File: config.mk
export PLATFORM = sky130hd
export DESIGN_NAME = mem_ctrl
export DESIGN_NICKNAME = d
export VERILOG_FILES = /design/src/rtl/mem_ctrl.sv
export SDC_FILE = /design/constraint.sdc
export NUM_CORES = 1
export LEC_CHECK = 0
export ABC_AREA = 1
export CORE_UTILIZATION = 53
export DETAILED_ROUTE_END_ITERATION = 16
export PLACE_DENSITY = 0.84
export SLEW_MARGIN = 15
export SYNTH_ARGS = -nofsm -noshare
export SYNTH_HDL_FRONTEND = slang
export SYNTH_SLANG_ARGS = --single-unit
File: constraint.sdc
create_clock -name clk_in -period 4.35 [get_ports clk_in]
set_input_delay 0.6525 -clock clk_in [delete_from_list [all_inputs] [get_ports clk_in]]
set_output_delay 0.6525 -clock clk_in [all_outputs]
set_load 0.01 [all_outputs]
File: src/rtl/mem_ctrl.sv
// Byte-wide RAM port arbiter for instruction fetch (IF) and load/store (MEM).
// Serialises 1/2/4-byte accesses into per-byte RAM cycles and assembles
// little-endian words. MEM has priority; IO stores wait while the IO buffer is full.
module mem_ctrl #(
  parameter int unsigned ADDR_WIDTH = 32,
  parameter logic [31:0] IO_BASE    = 32'h0003_0000
) (
  input  logic                  clk_in,
  input  logic                  rst_n_in,
  input  logic                  if_req_i,
  input  logic [31:0]           if_addr_i,
  input  logic                  if_flush_i,
  output logic                  if_done_o,
  output logic [31:0]           if_inst_o,
  output logic                  if_stall_req_o,
  input  logic                  mem_req_i,
  input  logic                  mem_wr_i,
  input  logic [31:0]           mem_addr_i,
  input  logic [1:0]            mem_size_i,
  input  logic [31:0]           mem_wdata_i,
  output logic                  mem_done_o,
  output logic [31:0]           mem_rdata_o,
  output logic                  mem_stall_req_o,
  input  logic                  io_buffer_full_i,
  input  logic [7:0]            mem_din_i,
  output logic [7:0]            mem_dout_o,
  output logic [ADDR_WIDTH-1:0] mem_a_o,
  output logic                  mem_wr_o
);

  typedef enum logic [1:0] {StIdle, StIfRd, StMemRd, StMemWr} state_e;

  state_e                state_q;
  logic [2:0]            cnt_q;
  logic [2:0]            len_q;
  logic [31:0]           buf_q;
  logic                  if_done_q;
  logic                  mem_done_q;
  logic [31:0]           if_inst_q;
  logic [31:0]           mem_rdata_q;
  logic [ADDR_WIDTH-1:0] a_q;
  logic [7:0]            dout_q;
  logic                  wr_q;

  logic       io_block;
  logic       can_sample;
  logic       mem_go;
  logic       if_go;
  logic [2:0] mem_len;
  logic [7:0] wr_byte;
  logic [1:0] rd_idx;
  logic [31:0] buf_nxt;
  logic [2:0] last_cnt;

  // Request arbitration and datapath helpers for the current byte beat.
  always_comb begin
    io_block   = mem_wr_i && (mem_addr_i >= IO_BASE) && io_buffer_full_i;
    // Dead cycle after a done pulse lets the requester drop its request.
    can_sample = !if_done_q && !mem_done_q;
    mem_go     = can_sample && mem_req_i && !io_block;
    if_go      = can_sample && if_req_i && !if_flush_i && !mem_go;
    unique case (mem_size_i)
      2'd0:    mem_len = 3'd1;
      2'd1:    mem_len = 3'd2;
      default: mem_len = 3'd4;
    endcase
    wr_byte  = mem_wdata_i[{cnt_q[1:0], 3'b000} +: 8];
    // RAM data lags the address by one cycle, so beat k returns byte k-2.
    rd_idx   = 2'(cnt_q - 3'd2);
    buf_nxt  = buf_q;
    buf_nxt[{rd_idx, 3'b000} +: 8] = mem_din_i;
    last_cnt = len_q + 3'd1;
  end

  // Access FSM with all RAM-side and result outputs registered.
  always_ff @(posedge clk_in or negedge rst_n_in) begin
    if (!rst_n_in) begin
      state_q     <= StIdle;
      cnt_q       <= 3'd0;
      len_q       <= 3'd0;
      buf_q       <= 32'd0;
      if_done_q   <= 1'b0;
      mem_done_q  <= 1'b0;
      if_inst_q   <= 32'd0;
      mem_rdata_q <= 32'd0;
      a_q         <= '0;
      dout_q      <= 8'd0;
      wr_q        <= 1'b0;
    end else begin
      if_done_q  <= 1'b0;
      mem_done_q <= 1'b0;
      unique case (state_q)
        StIdle: begin
          if (mem_go) begin
            a_q   <= mem_addr_i[ADDR_WIDTH-1:0];
            cnt_q <= 3'd1;
            len_q <= mem_len;
            buf_q <= 32'd0;
            if (mem_wr_i) begin
              wr_q    <= 1'b1;
              dout_q  <= mem_wdata_i[7:0];
              state_q <= StMemWr;
            end else begin
              state_q <= StMemRd;
            end
          end else if (if_go) begin
            a_q     <= if_addr_i[ADDR_WIDTH-1:0];
            cnt_q   <= 3'd1;
            len_q   <= 3'd4;
            buf_q   <= 32'd0;
            state_q <= StIfRd;
          end
        end
        StIfRd, StMemRd: begin
          if (state_q == StIfRd && if_flush_i) begin
            state_q <= StIdle;
            cnt_q   <= 3'd0;
          end else begin
            if (cnt_q < len_q) a_q <= a_q + ADDR_WIDTH'(1);
            if (cnt_q >= 3'd2) buf_q <= buf_nxt;
            if (cnt_q == last_cnt) begin
              if (state_q == StIfRd) begin
                if_done_q <= 1'b1;
                if_inst_q <= buf_nxt;
              end else begin
                mem_done_q  <= 1'b1;
                mem_rdata_q <= buf_nxt;
              end
              state_q <= StIdle;
              cnt_q   <= 3'd0;
            end else begin
              cnt_q <= cnt_q + 3'd1;
            end
          end
        end
        StMemWr: begin
          if (cnt_q == len_q) begin
            wr_q       <= 1'b0;
            mem_done_q <= 1'b1;
            state_q    <= StIdle;
            cnt_q      <= 3'd0;
          end else begin
            wr_q   <= 1'b1;
            a_q    <= a_q + ADDR_WIDTH'(1);
            dout_q <= wr_byte;
            cnt_q  <= cnt_q + 3'd1;
          end
        end
        default: state_q <= StIdle;
      endcase
    end
  end

  assign if_done_o       = if_done_q;
  assign if_inst_o       = if_inst_q;
  assign mem_done_o      = mem_done_q;
  assign mem_rdata_o     = mem_rdata_q;
  assign mem_a_o         = a_q;
  assign mem_dout_o      = dout_q;
  assign mem_wr_o        = wr_q;
  assign if_stall_req_o  = if_req_i & ~if_done_q;
  assign mem_stall_req_o = mem_req_i & ~mem_done_q;

endmodule
==> results by group <==
Yosys
  – Post-synthesis mux area share: 0%
  – Combinational family with the most area after synthesis: simple AND/OR/NAND/NOR gates
  – Fraction of synthesized cell area in xor and xnor cells: 0.931%
  – Number of warnings reported in the yosys synthesis log: 0
  – Number of distinct library cells after synthesis: 35
  – Number of nets in the synthesized netlist: 1338
  – Area share of and/or/nand/nor cells after synthesis: 33.5%
  – Most used DFF post-synth: sky130_fd_sc_hd__dfrtp_1
  – Area fraction in compound gates after synthesis: 11.7%
  – Fraction of registers with async set or reset after synthesis: 100%
  – Area of the mapped netlist: 8470 um^2
  – Share of synthesized area occupied by flip-flops and latches: 43.4%
  – Average instance area after synthesis: 6.99 um^2
  – Mapped Cells: 1211
  – Count of flip-flops with a built-in enable after synthesis: 0
  – Synthesized-area fraction occupied by adder cells: 2.07%
  – #FFs+latches synth: 147

Clock tree
  – TritonCTS clock tree: built
  – Clock Sink Count: 147
  – Root buffer selected by CTS: sky130_fd_sc_hd__clkbuf_16
  – CTS clk-pin slew, worst paths: 0.06 ns
  – Number of cells upsized or downsized after cts: 0
  – # Post-CTS Setup Buffers: 0
  – Cts bufs inserted: 17
  – H-tree depth: 4
  – Clock buffer depth: 2
  – Worst-Skew Late Latency: 0.42 ns
  – Post-CTS Hold Fix Bufs: 0

Routing
  – Total iterations of the first detailed-routing run: 5
  – Drt total wl: 23800 um
  – Residual DRC: 0
  – Routed via count divided by cell count: 5.29
  – WL/cell: 14.6 um
  – Drt first-iter violations: 676
  – Antenna Nets Post-Route: 0
  – Total number of vias: 8626

Timing
  – Final period utilization: 75.0%
  – Slew headroom: 29.9%
  – Slew Viols, Final: 0
  – Setup Viol. Count Final: 0
  – Highest clock frequency the design can meet: 306 MHz
  – Setup TNS: 0 ns
  – RSZ-0062 raised after global routing: no
  – Post-layout minimum cycle time: 3.26 ns
  – Slew at the pin with the worst max-slew slack: 1.05 ns
  – Setup WS post-layout: 1.09 ns
  – Setup skew after layout: 0.00694 ns
  – Count of endpoints failing hold in the final timing report: 0

Layout
  – Non-filler instance count after layout: 1631
  – Total inserted antenna cells: 0
  – Layout overhead on the synthesized area: 34.5%
  – Nets: 1534
  – Fill cell instance count of the final layout: 1219
  – Ratio of cells with drive above 1 in the final layout: 5.77%

Critical path
  – Type of origin of the critical path: flop
  – Path depth of the worst reg2reg path: 9
  – CP Cell Sequence: inv_1 > ha_1 > nand3_1 > nor2_1 > a21oi_1 > inv_1 > nor2_4 > nand2_1 > nand2_1
  – Worst path buffer plus inverter count: 2
  – Worst-path fanout max: 32
  – Kind of cell adding the most delay to the critical path: simple AND/OR/NAND/NOR gates
  – Kind of end point of the critical path: flop
  – Startpoint-to-endpoint class of the critical path: flop to flop
  – Setup slack, reg-to-reg: 1.09 ns
  – Total number of cells along the worst setup path: 9
  – Cell with the biggest individual delay on the critical path: sky130_fd_sc_hd__dfrtp_1
  – Worst endpoint required time: 4.71 ns
  – Arrival time reported for the critical path endpoint: 3.62 ns
  – Largest incremental delay on the critical path: 0.72 ns

Power
  – Worst vdd rail ir drop: 0.381 mV
  – P_leak: 5.37 nW
  – Power Density: 633 nW/um^2

Floorplanning
  – Starting density of the core: 55.1%
  – Die Area: 16500 um^2
  – Num ports: 222
  – Die Y: 128 um
  – Site Rows: 45
  – Horizontal die dimension: 128 um
  – Core Footprint: 15400 um^2

Place
  – I/O Buffers: 221
  – DP Wirelength: 17200 um
  – Place WS: 0.991 ns
  – Placer's final routability congestion estimate: 0.925
  – Number of placed instances with taps included: 1599

GRT
  – Wire length of the first global-routing pass: 38600 um
  – Pin count of the biggest net entering global routing: 68
  – GRT Residual Overflow: 0
  – Global-route usage over all layers: 29.9%
  – Via count of the first global-routing pass: 7901
  – Initial antenna violation count: 0

Run status
  – Status: completed

Job
  – Maximum Capacitance Violations: 0

Hold path
  – Class of the worst hold path: input pin to asynchronous set/reset pin
[synth_stat cells (2+ instances only)]
| cell type | instances | share of area (%) |
|---|---|---|
| sky130_fd_sc_hd__or2_2 | 31 | 2.3 |
| sky130_fd_sc_hd__a22oi_1 | 16 | 1.4 |
| sky130_fd_sc_hd__buf_4 | 3 | 0.27 |
| sky130_fd_sc_hd__nand2_2 | 2 | 0.15 |
| sky130_fd_sc_hd__o22ai_1 | 8 | 0.59 |
| sky130_fd_sc_hd__a21oi_1 | 24 | 1.4 |
| sky130_fd_sc_hd__nand2_1 | 441 | 20 |
| sky130_fd_sc_hd__nor2_1 | 93 | 4.1 |
| sky130_fd_sc_hd__o21ai_0 | 90 | 5.3 |
| sky130_fd_sc_hd__clkbuf_1 | 29 | 1.3 |
| sky130_fd_sc_hd__o21a_1 | 2 | 0.18 |
| sky130_fd_sc_hd__ha_1 | 14 | 2.1 |
| sky130_fd_sc_hd__buf_1 | 3 | 0.13 |
| sky130_fd_sc_hd__xor2_1 | 8 | 0.83 |
| sky130_fd_sc_hd__dfrtp_1 | 147 | 43 |
| sky130_fd_sc_hd__inv_2 | 2 | 0.089 |
| sky130_fd_sc_hd__nand3_1 | 84 | 5.0 |
| sky130_fd_sc_hd__nand3b_1 | 12 | 1.1 |
| sky130_fd_sc_hd__inv_1 | 124 | 5.5 |
| sky130_fd_sc_hd__o21bai_1 | 3 | 0.27 |
| sky130_fd_sc_hd__nand4_1 | 4 | 0.30 |
| sky130_fd_sc_hd__o21ai_1 | 40 | 2.4 |
| sky130_fd_sc_hd__clkinv_1 | 3 | 0.13 |
| sky130_fd_sc_hd__nand3_2 | 2 | 0.24 |
| sky130_fd_sc_hd__buf_2 | 16 | 0.95 |
[layer usage]
metal	global-route usage, %	part of all wire [%]	up-vias
met3	6.28	7.5	40
met2	47.1	47	372
met4	11.1	2.2	0
met1	40.7	44	3983
li1	-	-	4231
met5	0	0	-
[where the power goes]
group / internal [mW] / leakage, nW / switching [mW]
Sequential: 1.84 / 1.94 / 0.463
Combinational: 1.41 / 3.13 / 1.99
Clock: 0.924 / 0.299 / 0.593
[placed cells by master (no fill, tap or decap), types with 2 or more instances in the layout]
| master | instances |
|---|---|
| sky130_fd_sc_hd__xor2_1 | 8 |
| sky130_fd_sc_hd__nor2_1 | 93 |
| sky130_fd_sc_hd__o21ai_0 | 90 |
| sky130_fd_sc_hd__clkinv_4 | 2 |
| sky130_fd_sc_hd__nand4_1 | 4 |
| sky130_fd_sc_hd__ha_1 | 14 |
| sky130_fd_sc_hd__o22ai_1 | 8 |
| sky130_fd_sc_hd__nand3b_1 | 12 |
| sky130_fd_sc_hd__bufinv_16 | 3 |
| sky130_fd_sc_hd__dfrtp_1 | 147 |
| sky130_fd_sc_hd__inv_1 | 124 |
| sky130_fd_sc_hd__a22oi_1 | 16 |
| sky130_fd_sc_hd__nand2_1 | 440 |
| sky130_fd_sc_hd__clkinv_2 | 3 |
| sky130_fd_sc_hd__o21bai_1 | 3 |
| sky130_fd_sc_hd__clkbuf_16 | 17 |
| sky130_fd_sc_hd__or2_2 | 31 |
| sky130_fd_sc_hd__inv_6 | 3 |
| sky130_fd_sc_hd__buf_4 | 7 |
| sky130_fd_sc_hd__nand2_2 | 3 |
| sky130_fd_sc_hd__nand3_2 | 2 |
| sky130_fd_sc_hd__inv_2 | 2 |
| sky130_fd_sc_hd__clkinvlp_4 | 2 |
| sky130_fd_sc_hd__clkdlybuf4s50_1 | 220 |
| sky130_fd_sc_hd__clkinv_1 | 3 |
| sky130_fd_sc_hd__o21ai_1 | 40 |
| sky130_fd_sc_hd__a21oi_1 | 24 |
| sky130_fd_sc_hd__nand3_1 | 84 |
| sky130_fd_sc_hd__o21a_1 | 2 |
[cell families after synthesis]
kind of cell / after synthesis
adder cells (fa/ha/maj): 14
XOR/XNOR: 9
flip-flops: 147
AND/OR/NAND/NOR: 676
AO/OA/AOI/OAI: 185
buffers and inverters: 180
[state kept, by name, summed over array words and instances, names as in the netlist, 2 cells and up]
name         count
buf_q           32
state_q          2
cnt_q            3
mem_a_o         32
if_inst_o       32
mem_rdata_o     32
len_q            3
mem_dout_o       8
[path summary, 6_finish.rpt]
path / start / end
worst max-delay path: cnt_q[0]$_DFFE_PN0P_ / mem_a_o[2]$_DFFE_PN0P_
worst min-delay path: rst_n_in / if_inst_o[28]$_DFFE_PN0P_
worst max register to register: cnt_q[0]$_DFFE_PN0P_ / mem_a_o[2]$_DFFE_PN0P_
worst min register to register: if_inst_o[25]$_DFFE_PN0P_ / if_inst_o[25]$_DFFE_PN0P_
max in group asynchronous: rst_n_in / buf_q[14]$_DFFE_PN0P_
min in group clk_in: if_inst_o[25]$_DFFE_PN0P_ / if_inst_o[25]$_DFFE_PN0P_
[worst register-to-register path, stage by stage (launching register included)]
cell and delay (ns):
sky130_fd_sc_hd__dfrtp_1 0.72, sky130_fd_sc_hd__inv_1 0.53, sky130_fd_sc_hd__ha_1 0.46, sky130_fd_sc_hd__nand3_1 0.11
sky130_fd_sc_hd__nor2_1 0.09, sky130_fd_sc_hd__a21oi_1 0.27, sky130_fd_sc_hd__inv_1 0.13, sky130_fd_sc_hd__nor2_4 0.64
sky130_fd_sc_hd__nand2_1 0.15, sky130_fd_sc_hd__nand2_1 0.10
[per-stage QoR]
stage	instance area [um^2]	hold WS (ns)	total power, mW	util, %
finish	11400	0.211	7.21	74.1
floorplan	8470	0.357	4.26	-
global placement	10800	0.466	5.56	70.1
CTS	11400	0.227	7.21	74.1
detailed placement	10800	0.471	5.66	70.1
global route	11400	0.253	7.75	74.1
[cell type report]
cell class              count  area [um^2]  share of cell area (%)
flip-flops and latches    147         3680                    32.3
inverters                 129          484                    4.25
clock inverters            14          175                    1.54
well taps                 211          264                    2.32
repair buffers            228         2270                    19.9
clock buffers              18          439                    3.86
multi-input cells         884         4090                    35.9
No activity file was read; power rests on OpenSTA's default activity.
